==> src/rtl/cntr_cmd_seq.sv <==
// cntr_cmd_seq: FIFO-buffered command sequencer emitting registered ld/inc/data_in strobes; optional exp_q shadow under CNTR_SEQ_SHADOW_EN
module cntr_cmd_seq #(
  parameter int WIDTH = 8,
  parameter int DEPTH = 4
) (
  input  logic             clk,
  input  logic             rst,
  input  logic             cmd_valid,
  output logic             cmd_ready,
  input  logic [1:0]       cmd_op,
  input  logic [WIDTH-1:0] cmd_data,
  output logic             ld,
  output logic             inc,
  output logic [WIDTH-1:0] data_in,
`ifdef CNTR_SEQ_SHADOW_EN
  output logic [WIDTH-1:0] exp_q,
`endif
  output logic             busy
);
  localparam int AW = $clog2(DEPTH);
  typedef enum logic [1:0] {IDLE, EXEC, BURST} state_t;
  state_t state;
  logic [1:0] mem_op [DEPTH];
  logic [WIDTH-1:0] mem_data [DEPTH];
  logic [AW-1:0] wp, rp;
  logic [AW:0] cnt;
  logic [1:0] op;
  logic [WIDTH-1:0] arg, rem;
  logic empty, push, pop, long_burst;
  assign empty = cnt == '0;
  assign cmd_ready = cnt != (AW+1)'(DEPTH);
  assign push = cmd_valid && cmd_ready;
  assign long_burst = op == 2'b11 && arg > WIDTH'(1);
  assign pop = !empty && (state == IDLE || (state == EXEC && !long_burst) || (state == BURST && rem == WIDTH'(1)));
  assign busy = state != IDLE || !empty;
  // command storage; contents need no reset since occupancy gates every read
  always_ff @(posedge clk) begin
    if (push) begin
      mem_op[wp] <= cmd_op;
      mem_data[wp] <= cmd_data;
    end
  end
  // FIFO pointers and occupancy
  always_ff @(posedge clk) begin
    if (rst) begin
      wp <= '0;
      rp <= '0;
      cnt <= '0;
    end else begin
      if (push) wp <= wp + 1'b1;
      if (pop) rp <= rp + 1'b1;
      cnt <= cnt + (AW+1)'(push) - (AW+1)'(pop);
    end
  end
  // sequencer: strobes lag the state by one edge; bursts chain into the next command without a bubble
  always_ff @(posedge clk) begin
    if (rst) begin
      state <= IDLE;
      op <= '0;
      arg <= '0;
      rem <= '0;
      ld <= 1'b0;
      inc <= 1'b0;
      data_in <= '0;
    end else begin
      ld <= state == EXEC && op == 2'b01;
      inc <= (state == EXEC && (op == 2'b10 || (op == 2'b11 && arg != '0))) || state == BURST;
      if (state == EXEC && op == 2'b01) data_in <= arg;
      if (state == BURST) rem <= rem - 1'b1;
      if (state == EXEC && long_burst) begin
        state <= BURST;
        rem <= arg - 1'b1;
      end else if (pop) begin
        state <= EXEC;
        op <= mem_op[rp];
        arg <= mem_data[rp];
      end else if (state != BURST || rem == WIDTH'(1)) state <= IDLE;
    end
  end
`ifdef CNTR_SEQ_SHADOW_EN
  // shadow of the downstream counter, fed by the same strobes it samples
  always_ff @(posedge clk) begin
    if (rst) exp_q <= '0;
    else if (ld) exp_q <= data_in;
    else if (inc) exp_q <= exp_q + 1'b1;
  end
`endif
endmodule

==> config.mk <==
export PLATFORM = sky130hd
export DESIGN_NAME = cntr_cmd_seq
export DESIGN_NICKNAME = d
export VERILOG_FILES = /design/src/rtl/cntr_cmd_seq.sv
export SDC_FILE = /design/constraint.sdc
export NUM_CORES = 1
export LEC_CHECK = 0
export ABC_CLOCK_PERIOD_IN_PS = 4600
export CAP_MARGIN = 30
export CORE_MARGIN = 2
export CORE_UTILIZATION = 30
export CTS_BUF_LIST = sky130_fd_sc_hd__clkbuf_8
export DETAILED_ROUTE_END_ITERATION = 8
export PLACE_DENSITY = 0.52
export RECOVER_POWER = 25
export SYNTH_ARGS = -nofsm -noshare
export SYNTH_HDL_FRONTEND = slang
export SYNTH_SLANG_ARGS = --single-unit
==> constraint.sdc <==
create_clock -name clk -period 4.6 [get_ports clk]
set_input_delay 1.15 -clock clk [delete_from_list [all_inputs] [get_ports clk]]
set_output_delay 1.15 -clock clk [all_outputs]
set_load 0.01 [all_outputs]
After elaboration in Yosys (flattened, before gate mapping)
Memory sizes are Yosys's and may differ from the RTL's. A register that Yosys moved wholly into a read port is not among the register bits.
Cells that the tools add are included.
{"block": "totals", "reg_bits": 27, "mem_bits_rw": 40, "input_bits": 13, "out_inout_bits": 12, "wordCells": 60, "memories": 2}
{"block": "op_classes", "addsub": 6, "order_cmp": 1, "n_eq_ne": 8, "n_mux": 7, "bitwise": 1, "reduce_logical": 26}
{"name": "mem_data", "depth": 4, "word_bits": 8, "read_ports": 1, "rd_ports_with_merged_regs": 1, "write_ports": 1, "line_no": "24", "source": "logic [WIDTH-1:0] mem_data [DEPTH];"}
{"name": "mem_op", "depth": 4, "word_bits": 2, "read_ports": 1, "rd_ports_with_merged_regs": 1, "write_ports": 1, "line_no": "23", "source": "logic [1:0] mem_op [DEPTH];"}
{"op": "two-way mux 8 bit", "n": 2}
{"op": "subtractor 8 x 1 -> 8 bit, second input constant", "n": 2}
{"op": "logical AND 1 bit", "n": 9}
{"op": "equality test 8 x 1 -> 1 bit, second input constant", "n": 1}
{"op": "greater-than comparator 8 x 1 -> 1 bit, second input constant", "n": 1}
{"op": "nonzero test 8 bit", "n": 1}
{"op": "equality test 2 bit, second input constant", "n": 3}
{"op": "logical OR 1 bit", "n": 6}
{"op": "two-way mux 2 bit", "n": 3}
{"op": "nonzero test 2 bit", "n": 3}
{"op": "adder 2 x 1 -> 2 bit, second input constant", "n": 2}
{"op": "equality test 2 x 1 -> 1 bit, second input constant", "n": 2}
{"op": "adder 3 x 1 -> 3 bit", "n": 1}
{"op": "zero test 3 bit", "n": 1}
{"op": "inequality test 3 bit, second input constant", "n": 1}
{"op": "nonzero test 3 bit", "n": 1}
{"op": "subtractor 3 x 1 -> 3 bit", "n": 1}
{"op": "zero test 1 bit", "n": 2}
{"op": "zero test 2 bit", "n": 1}
{"op": "two-way mux 1 bit", "n": 2}
{"op": "inequality test 2 bit, second input constant", "n": 1}
{"op": "AND reduction 2 bit", "n": 1}
{"op": "OR reduction 2 bit", "n": 1}
{"op": "NOT 1 bit", "n": 1}

Logic depth before layout (Yosys ltp)
{"block": "depth", "depth_word": 9, "mapped_depth": 11, "mapped_depth_nobuf": 11}

Worst setup path before layout
No wires, ideal clock.
{"block": "synth_timing", "path_type": "register to register", "startpoint": "register arg[3] (read register of mem_data)", "endpoint": "register cnt[1]", "setup_ps": 128, "arrival_time_ps": 2583, "t_required_ps": 4472, "setup_slack_ps": 1889, "path_stages_with_launch": 10, "n_path_buf": 1, "period_less_slack_ps": 2711, "cell_sequence": "dfxtp_1 or4_1 buf_2 o311a_4 nor3_1 ha_1 inv_1 ha_1 fa_1 nor2b_1"}
{"block": "synth_between", "elab_chain_len": 8}
{"item": "from (decl)", "line_no": "28", "source": "logic [WIDTH-1:0] arg, rem;"}
{"item": "greater-than comparator 8 x 1 -> 1 bit", "line_no": "33", "source": "assign long_burst = op == 2'b11 && arg > WIDTH'(1);"}
{"item": "logical AND 1 bit", "line_no": "33"}
{"item": "zero test 1 bit", "line_no": "34", "source": "assign pop = !empty && (state == IDLE || (state == EXEC && !long_burst) || (state == BURST && rem == WIDTH'(1) ..."}
{"item": "logical AND 1 bit", "line_no": "34"}
{"item": "logical OR 1 bit (2 in a row)", "line_no": "34"}
{"item": "logical AND 1 bit", "line_no": "34"}
{"item": "via pop", "line_no": "29", "source": "logic empty, push, pop, long_burst;"}
{"item": "subtractor 3 x 1 -> 3 bit", "line_no": "52", "source": "cnt <= cnt + (AW+1)'(push) - (AW+1)'(pop);"}
{"item": "to (signal assigned)", "line_no": "52"}
{"item": "to (decl)", "line_no": "26", "source": "logic [AW:0] cnt;"}
The timed path passes the listed nets, and every way through them passes these cells.
A chain may end at the register's enable or synchronous reset.

Worst setup path after layout
{"block": "layout_timing", "startpoint": "register cnt[1]", "endpoint": "output port busy"}
{"block": "layout_between", "elab_chain_len": 3}
{"item": "zero test 3 bit", "line_no": "30", "source": "assign empty = cnt == '0;"}
{"item": "zero test 1 bit", "line_no": "35", "source": "assign busy = state != IDLE || !empty;"}
{"item": "logical OR 1 bit", "line_no": "35"}
{"item": "to (decl)", "line_no": "18", "source": "output logic busy"}
Every way passes these cells.

==> run metrics <==
vias in the first global route=2179; Fin Clk Skew=7.101 ps; largest net degree at the start of global routing=21; pre-CTS setup slack=1464 ps; cts hold-fix bufs=0; drt wl/cell=14.74 µm; status=finished, final reports clean; Met3 Wirelength=259 µm; setup tns final=0 ps; Yosys cell types=43; I/O Buffers=24; Syn Area/Cell=12.14 µm²; Setup crit start kind=flop; met1 wire length=3188 µm; Crit Reg-Reg Startpoint=rem[1]$_SDFFE_PP0P_; element type at the critical path end=output port; Sinks on Clock Net=77; Lkg Pwr=0.001337 µW; diodes inserted=0; met2 routed wirelength=2991 µm; grt total ovfl=0; DR DRC count=0; sequential share of the synthesized area=0.5755; most frequent cells in the layout=edfxtp_1, dfxtp_1, a21oi_1, nand2_1, clkdlybuf4s50_1; share of cells above drive strength 1=0.1020; Worst Hold Launch=data_in[2]$_SDFFE_PP0P_; Total GRT Usage=0.1234; Hold Crit Class=flop to flop; CP startpoint=cnt[1]$_SDFF_PP0_; Worst-Margin Slew=800.9 ps; Hold Violations, Final=0; minimum clock period=3326 ps; Synth Instances=278; CTS H-tree depth=3; gp weighted congestion=0.7801; Post-synth EDFFs=40; Slew Viols, Final=0; Peak Freq=0.3007 GHz; syn_nets=303; FP Rows=38; Setup CP Type=flop to output port; layout net count=324; Setup Fix Bufs, Post-CTS=0; synthesis-to-layout area growth=16.46%; Post-Route WL=6546 µm; Worst-Skew Late Latency=350 ps; Synth async-reset ratio=0; worst setup slack after layout=1274 ps; cts bufs inserted=9; initial antenna violation count=0; Reg clk slew, reported paths=80 ps; CTS tree=done; Worst Path Arrival=2180 ps; Yosys Warn Count=0; first-pass GRT wire length=11180 µm; Slew HR=0.4625; VDD IR max=0.2370 mV; Post-Syn Area=3374 µm²; Seq cells post-synth=77; num ports=25; DR vias=2186; drt first pass iters=4; Post-CTS Resized=0; top layer in use=met4; Post-synth top flop=edfxtp_1; number of DRC markers in iteration 0=170; worst-path fanout max=12; die extent in x=110.1 µm; Worst EP required=3450 ps; Die ar.=12110 µm²; Clock Tree Root=clkbuf_8; clk buf depth=2; Initial Utilization=0.3099; PwrDens=539.6 nW/µm²; HPWL Detailed=4475 µm; core region area=10890 µm²; commonest non-fill, non-tap cell in the layout=edfxtp_1; final setup fails=0; post-DR vias/cell=4.923; maxcap violations=0; Die Y=110.1 µm; final worst-path cycle share=0.7231; unrepaired setup endpoints after global routing=no; remaining antenna violation count=0
==> metrics by stage <==
stage	total power [µW]	utilization	instance area (µm²)	std cells	hold WS, ps
3_3_place_gp	1655	0.3435	3740	427	444.8
3_5_place_dp	1663	0.3439	3745	428	449.6
5_1_grt	2291	0.3610	3930	444	488.5
2_1_floorplan	1474	-	3374	278	456.0
4_1_cts	2159	0.3610	3930	444	462.6
6_report	2121	0.3610	3930	444	457.8
==> report_power, final <==
| group | switching, µW | internal (µW) | total (µW) | leakage (µW) |
|---|---|---|---|---|
| clock network | 241 | 245 | 486 | 0.000101 |
| registers | 146 | 838 | 984 | 0.000668 |
| logic | 327 | 324 | 651 | 0.000567 |
| total | 714 | 1410 | 2120 | 0.00134 |
==> Yosys cell counts, drive strengths merged, types with 5 or more instances <==
| master | count | area, µm² |
|---|---|---|
| a21oi | 26 | 130.1 |
| a211oi | 5 | 37.54 |
| nor2 | 8 | 30.03 |
| edfxtp | 40 | 1201 |
| nor3 | 10 | 50.05 |
| xnor2 | 9 | 78.83 |
| clkbuf | 15 | 56.30 |
| nor2b | 5 | 31.28 |
| mux4 | 10 | 225.2 |
| ha | 11 | 137.6 |
| nor4 | 6 | 37.54 |
| nand4 | 10 | 62.56 |
| nand2 | 19 | 71.32 |
| o31ai | 12 | 90.09 |
| inv | 12 | 45.04 |
| dfxtp | 37 | 740.7 |
==> final timing paths <==
kind | endpoint | slack (ps) | cells past startpoint
hold / removal | data_in[2]$_SDFFE_PP0P_ | 460 | 2
setup reg to reg | cnt[1]$_SDFF_PP0_ | 1580 | 10
hold reg to reg | data_in[2]$_SDFFE_PP0P_ | 460 | 2
setup / recovery | busy | 1270 | 3
==> registers in the layout, summed over array words and instances, names as in the netlist <==
name      cells
inc           1
op            2
cnt           3
ld            1
mem_op        8
data_in       8
arg           8
rp            2
wp            2
rem           8
state         2
mem_data     32
==> per-layer routing <==
metal	global-route usage	vias to the layer above
met5	0	-
met1	0.1645	1050
met2	0.1889	38
met3	0.03762	10
li1	-	1088
met4	0.04611	0
==> logic make-up after synthesis <==
group	count (synthesis)	synth area share
compound gates	58	0.1168
fa+ha+maj	12	0.04672
flops	77	0.5755
simple gates	81	0.1324
xor+xnor	10	0.02596
buf+inv	29	0.03262
mux	11	0.07008
==> critical path, stage by stage, from the launching register on <==
cell             delay [ps]
dfxtp_1                 350
or3_1                   580
or3_1                   400
clkdlybuf4s50_1         490
==> area by class of cell <==
cell class | count | area [µm²]
repair buffers | 27 | 260.3
well taps | 140 | 175.2
clock inverters | 7 | 61.31
multi-input cells | 172 | 1323
clock buffers | 9 | 123.9
fillers | 1114 | 6958
flip-flops and latches | 77 | 1942
inverters | 12 | 45.04
(Power assumes the default switching activity.)
